**src/rtl/mac_column_drain.sv**
```systemverilog
// Column drain: folds deferred error products into partial sums, accumulates num_tiles beats per
// result (saturating) and queues results in a small FIFO. Optional macro: MAC_DRAIN_ERRCNT_EN.
module mac_column_drain #(
    parameter int PSUM_W     = 24,
    parameter int ERR_W      = 16,
    parameter int ACC_W      = 32,
    parameter int CNT_W      = 8,
    parameter int FIFO_DEPTH = 4
) (
    input  logic               clk,
    input  logic               rst_n,
    input  logic               start,
    input  logic [CNT_W-1:0]   num_tiles,
    input  logic               in_valid,
    output logic               in_ready,
    input  logic [PSUM_W-1:0]  psum_in,
    input  logic [ERR_W-1:0]   err_prod_in,
    input  logic               err_valid_in,
    output logic [ACC_W-1:0]   out_data,
    output logic               out_valid,
    input  logic               out_ready,
    output logic               busy,
    output logic [15:0]        err_count
);
    localparam int AW    = $clog2(FIFO_DEPTH);
    localparam int SUM_W = ACC_W + 2;
    localparam logic [ACC_W-1:0] ACC_MAX  = {ACC_W{1'b1}};
    localparam logic [CNT_W-1:0] CNT_ONE  = CNT_W'(1);
    localparam logic [AW-1:0]    PTR_ONE  = AW'(1);
    localparam logic [AW:0]      DEPTH_C  = (AW+1)'(FIFO_DEPTH);

    typedef enum logic [1:0] {IDLE = 2'd0, ACCUM = 2'd1, WRITE = 2'd2} state_t;

    state_t              state_r, state_s;
    logic [ACC_W-1:0]    acc_r, acc_next_s, head_s, out_data_r;
    logic [CNT_W-1:0]    remain_r;
    logic [ACC_W-1:0]    mem_r [FIFO_DEPTH];
    logic [AW-1:0]       wr_ptr_r, rd_ptr_r, rd_ptr_next_s;
    logic [AW:0]         count_r, count_next_s;
    logic                in_ready_r, busy_r, out_valid_r;
    logic                beat_s, push_s, pop_s, full_s, job_start_s;
    logic [SUM_W-1:0]    sum_s;

    assign beat_s = in_valid && (state_r == ACCUM);
    assign full_s = (count_r == DEPTH_C);
    assign pop_s  = out_valid_r && out_ready;

    // State register
    always_ff @(posedge clk or negedge rst_n) begin
        if (!rst_n) state_r <= IDLE;
        else        state_r <= state_s;
    end

    // Next-state and job/push strobes
    always_comb begin
        state_s     = state_r;
        job_start_s = 1'b0;
        push_s      = 1'b0;
        case (state_r)
            IDLE: begin
                if (start && (num_tiles != {CNT_W{1'b0}})) begin
                    state_s     = ACCUM;
                    job_start_s = 1'b1;
                end else begin
                    state_s = IDLE;
                end
            end
            ACCUM: begin
                if (beat_s && (remain_r == CNT_ONE)) state_s = WRITE;
                else                                 state_s = ACCUM;
            end
            WRITE: begin
                // a same-cycle pop frees the slot even when full
                if (!full_s || out_ready) begin
                    push_s  = 1'b1;
                    state_s = IDLE;
                end else begin
                    state_s = WRITE;
                end
            end
            default: state_s = IDLE;
        endcase
    end

    // Saturating beat accumulation with the deferred error product folded in
    always_comb begin
        sum_s = {2'b00, acc_r} + {{(SUM_W-PSUM_W){1'b0}}, psum_in};
        if (err_valid_in) sum_s = sum_s + {{(SUM_W-ERR_W){1'b0}}, err_prod_in};
        else              sum_s = sum_s;
        if (sum_s > {2'b00, ACC_MAX}) acc_next_s = ACC_MAX;
        else                          acc_next_s = sum_s[ACC_W-1:0];
    end

    // Accumulator and remaining-tile counter
    always_ff @(posedge clk or negedge rst_n) begin
        if (!rst_n) begin
            acc_r    <= {ACC_W{1'b0}};
            remain_r <= {CNT_W{1'b0}};
        end else if (job_start_s) begin
            acc_r    <= {ACC_W{1'b0}};
            remain_r <= num_tiles;
        end else if (beat_s) begin
            acc_r    <= acc_next_s;
            remain_r <= remain_r - CNT_ONE;
        end
    end

    // FIFO bookkeeping and the next head word
    always_comb begin
        count_next_s  = count_r + {{AW{1'b0}}, push_s} - {{AW{1'b0}}, pop_s};
        rd_ptr_next_s = pop_s ? (rd_ptr_r + PTR_ONE) : rd_ptr_r;
        if (push_s && (count_r == {{AW{1'b0}}, pop_s})) head_s = acc_r;
        else                                             head_s = mem_r[rd_ptr_next_s];
    end

    // FIFO storage
    always_ff @(posedge clk) begin
        if (push_s) mem_r[wr_ptr_r] <= acc_r;
    end

    // FIFO pointers and registered outputs; out_data keeps its last value when empty
    always_ff @(posedge clk or negedge rst_n) begin
        if (!rst_n) begin
            wr_ptr_r    <= {AW{1'b0}};
            rd_ptr_r    <= {AW{1'b0}};
            count_r     <= {(AW+1){1'b0}};
            out_valid_r <= 1'b0;
            out_data_r  <= {ACC_W{1'b0}};
            in_ready_r  <= 1'b0;
            busy_r      <= 1'b0;
        end else begin
            if (push_s) wr_ptr_r <= wr_ptr_r + PTR_ONE;
            rd_ptr_r    <= rd_ptr_next_s;
            count_r     <= count_next_s;
            out_valid_r <= (count_next_s != {(AW+1){1'b0}});
            if (count_next_s != {(AW+1){1'b0}}) out_data_r <= head_s;
            in_ready_r  <= (state_s == ACCUM);
            busy_r      <= (state_s != IDLE);
        end
    end

`ifdef MAC_DRAIN_ERRCNT_EN
    logic [15:0] err_cnt_r;

    // Count beats carrying an uncommitted error product, saturating
    always_ff @(posedge clk or negedge rst_n) begin
        if (!rst_n)                                        err_cnt_r <= 16'h0000;
        else if (job_start_s)                              err_cnt_r <= 16'h0000;
        else if (beat_s && err_valid_in && (err_cnt_r != 16'hFFFF)) err_cnt_r <= err_cnt_r + 16'h0001;
    end
    assign err_count = err_cnt_r;
`else
    assign err_count = 16'h0000;
`endif

    assign in_ready  = in_ready_r;
    assign busy      = busy_r;
    assign out_valid = out_valid_r;
    assign out_data  = out_data_r;
endmodule

```
**config.mk**
```make
export PLATFORM = sky130hd
export DESIGN_NAME = mac_column_drain
export DESIGN_NICKNAME = d
export VERILOG_FILES = /design/src/rtl/mac_column_drain.sv
export SDC_FILE = /design/constraint.sdc
export NUM_CORES = 1
export LEC_CHECK = 0
export CELL_PAD_IN_SITES_DETAIL_PLACEMENT = 0
export CELL_PAD_IN_SITES_GLOBAL_PLACEMENT = 1
export CORE_ASPECT_RATIO = 1.25
export CORE_UTILIZATION = 35
export CTS_CLUSTER_SIZE = 40
export DETAILED_ROUTE_END_ITERATION = 8
export GPL_ROUTABILITY_DRIVEN = 1
export HOLD_SLACK_MARGIN = 0.12
export PLACE_DENSITY_LB_ADDON = 0.3
export SYNTH_ARGS = -nofsm -noshare
export SYNTH_HDL_FRONTEND = slang
export SYNTH_SLANG_ARGS = --single-unit
export TNS_END_PERCENT = 1
```
**constraint.sdc**
```tcl
create_clock -name clk -period 13.3 [get_ports clk]
set_clock_uncertainty 0.1 [all_clocks]
set_input_delay 2.66 -clock clk [delete_from_list [all_inputs] [get_ports clk]]
set_output_delay 2.66 -clock clk [all_outputs]
set_load 0.02 [all_outputs]
```
==> impl_metrics.env <==
export IMPL_yosysWarnings=0
export IMPL_synth_area_leader_cell="edfxtp_1"
export IMPL_p_leak_nw=4.983
export IMPL_use_met1_pct=22.40
export IMPL_worstSkewPairLatency_ps=470
export IMPL_postRouteAntennaNets=0
export IMPL_regArea_mm2=0.005946
export IMPL_reg2reg_slack_ps=7700
export IMPL_cts_buffers=19
export IMPL_io_pins=105
export IMPL_synth_top_cell_area_share_pct=32.23
export IMPL_power_per_cell_area_mw_per_mm2=258.6
export IMPL_max_vdd_ir_drop_v=0.0001396
export IMPL_gr_usage_met2_pct=29.42
export IMPL_hold_violations=0
export IMPL_cts_htree_levels=1
export IMPL_synth_seq_cells=212
export IMPL_die_h_um=208.4
export IMPL_clk_pin_slew_worst_paths_ps=60
export IMPL_synth_area_per_cell_um2=11.48
export IMPL_synth_ff_type="edfxtp_1"
export IMPL_fp_dieArea_mm2=0.03482
export IMPL_period_share_pct=57.81
export IMPL_grtUsageMet3_pct=1.217
export IMPL_avgViaCountPerCell=5.389
export IMPL_drt_iter0_drc=359
export IMPL_critPathArrivalTime_ps=7890
export IMPL_synthArstFlopShare_pct=39.62
export IMPL_grt_overflow_total=0
export IMPL_fp_dieW_um=167.1
export IMPL_area_growth_pct=15.62
export IMPL_grt_pass1_wl_um=46480
export IMPL_ys_types=84
export IMPL_cp_required_ps=13500
export IMPL_multi_input_area_mm2=0.005603
export IMPL_synth_seq_area_share_pct=49.85
export IMPL_holdPathStages=2
export IMPL_drc=0
export IMPL_critPathSlowestCell="nor2_2"
export IMPL_post_cts_setup_buffers=0
export IMPL_finish_net_count=1218
export IMPL_cts_max_path_buffers=3
export IMPL_diodes=0
export IMPL_place_congestion=0.9022
export IMPL_grt_max_degree=58
export IMPL_nFillCells=3234
export IMPL_max_freq_ghz=0.1301
export IMPL_crit_type="primary input to register"
export IMPL_holdBufCountCts=0
export IMPL_maxCapViolations=0
export IMPL_cts_tree="yes"
export IMPL_power_mw=3.565
export IMPL_worstRegToRegCells=17
export IMPL_vias=8326
export IMPL_core_mm2=0.03359
export IMPL_path_max_fanout=27
export IMPL_crit_path_start_kind="primary input"
export IMPL_yosysMostFrequentCell="edfxtp_1"
export IMPL_wirelength_um=29170
export IMPL_busiest_layer="met2"
export IMPL_final_setup_viol_count=0
export IMPL_grt_setup_unrepaired="false"
export IMPL_wire_per_inst_um=18.88
export IMPL_maxSlewHeadroom_pct=21.57
export IMPL_hpwl_um=21590
export IMPL_grt_pass1_vias=8334
export IMPL_cp_startpoint="psum_in[7]"
export IMPL_min_path_type="register to register"
export IMPL_numPortBuffers=88
export IMPL_r2r_start="acc_r[7]"
export IMPL_r2r_end="acc_r[0]"
export IMPL_rows=75
export IMPL_whs_ps=376.4
export IMPL_drive_above_1_share_pct=10.70
export IMPL_max_slew_worst_pin_slew_ps=1175
export IMPL_synth_area_mm2=0.01193
export IMPL_dr_pass1_iters=5
export IMPL_start_util_pct=35.50
export IMPL_cts_sinks=212
export IMPL_grt_use_total_pct=16.84
export IMPL_synth_edf_count=128
export IMPL_synth_cells_most_frequent="128 x edfxtp_1, 102 x nand2_1, 84 x dfrtp_1, 83 x o21ai_0, 78 x a21oi_1"
export IMPL_root_buffer="clkbuf_16"
export IMPL_slew_violations=0
export IMPL_synth_area_leaders="edfxtp_1 32%, dfrtp_1 18%, mux4_2 6.0%, ha_1 5.4%, o21ai_0 3.5%"
export IMPL_crit_chain="clkdlybuf4s50_1, ha_1, and3_1, and4_1, a21boi_0, nor2_1, xnor2_1, ha_1, a21oi_1, a21oi_1, nand2b_1, nand3_1, a22oi_1, nand3_1, nor4b_1, and3_4, nor2_2, a31oi_1"
export IMPL_hold_start="out_data[25]"
export IMPL_end_kind="register"
export IMPL_fin_crit_ps=7689
export IMPL_antenna_found_initial=0
export IMPL_outcome="complete, no violations"
export IMPL_hold_path_end="out_data[25]"
export IMPL_syn_inst=1039
export IMPL_cpPeakStageDelay_ps=880
export IMPL_fin_setup_tns_ps=0
export IMPL_post_cts_resized=0
-- worst max-delay path: cells and delay by family --
| family | cells | cell delay (ps) |
|---|---|---|
| compound gates | 5 | 1240 |
| xor+xnor | 1 | 450 |
| fa+ha+maj | 2 | 830 |
| buf+inv | 1 | 430 |
| simple gates | 9 | 2260 |
-- metal layers --
| metal | up-vias | routed length [µm] |
|---|---|---|
| li1 | 4050 | - |
| met5 | - | 0 |
| met4 | 0 | 602 |
| met1 | 4085 | 13430 |
| met2 | 156 | 14410 |
| met3 | 35 | 730 |
-- cell families (layout without fill, tap and decap cells) --
group | Yosys count | count (layout) | synth area share [%]
compound gates | 293 | 293 | 15.95
simple gates | 264 | 264 | 11.26
flops | 212 | 212 | 49.85
buf+inv | 93 | 161 | 3.966
mux | 71 | 71 | 9.347
fa+ha+maj | 54 | 54 | 5.854
xor+xnor | 51 | 51 | 3.745
other cells | 1 | 16 | 0.03144
-- sequential cells by signal, indices dropped and copies added (netlist names) --
signal	count
remain_r	8
state_r	2
acc_r	32
out_data	32
out_valid	1
busy	1
in_ready	1
count_r	3
mem_r	128
wr_ptr_r	2
rd_ptr_r	2
-- worst max-delay path by stage --
| stage | end | cells after the start |
|---|---|---|
| floorplan | acc_r[29] | 21 |
| global placement | acc_r[24] | 18 |
| detailed placement | acc_r[17] | 18 |
| CTS | acc_r[0] | 18 |
| global route | acc_r[27] | 18 |
| finish | acc_r[0] | 18 |
-- stage by stage --
stage | cells | cell area, µm² | utilization (%) | setup WS, ps
floorplan | 1054 | 11980 | - | 6813
global placement | 1512 | 13140 | 39.12 | 5328
detailed placement | 1512 | 13140 | 39.12 | 5268
CTS | 1545 | 13790 | 41.05 | 5749
global route | 1545 | 13790 | 41.05 | 5393
finish | 1545 | 13790 | 41.05 | 5611
-- layout by cell type (no fill, tap or decap), drive strengths merged, types with 20 or more instances in the layout --
cell type,Yosys,final
mux4,32,32
a31oi,32,32
nand2,102,102
edfxtp,128,128
clkdlybuf4s50,0,87
a21o,20,20
dfrtp,84,84
o21ai,83,83
xor2,22,22
xnor2,29,29
nand3,27,27
a21oi,79,79
mux2i,36,36
inv,30,30
nor2,36,36
ha,51,51
clkbuf,40,25
-- area by class of cell --
type / instances / area share [%]
clock buffers: 25 / 3.838
inverters: 30 / 0.8166
multi-input cells: 749 / 40.63
well taps: 423 / 3.838
clock inverters: 8 / 0.8438
repair buffers: 98 / 6.914
flip-flops and latches: 212 / 43.12
-- power breakdown --
group	internal (mW)	switching, mW	leakage [nW]
sequential	0.884	0.172	2.13
clock	0.339	0.227	0.306
combinational	0.809	1.14	2.55
Note: power is estimated with default switching activity, not from simulation.
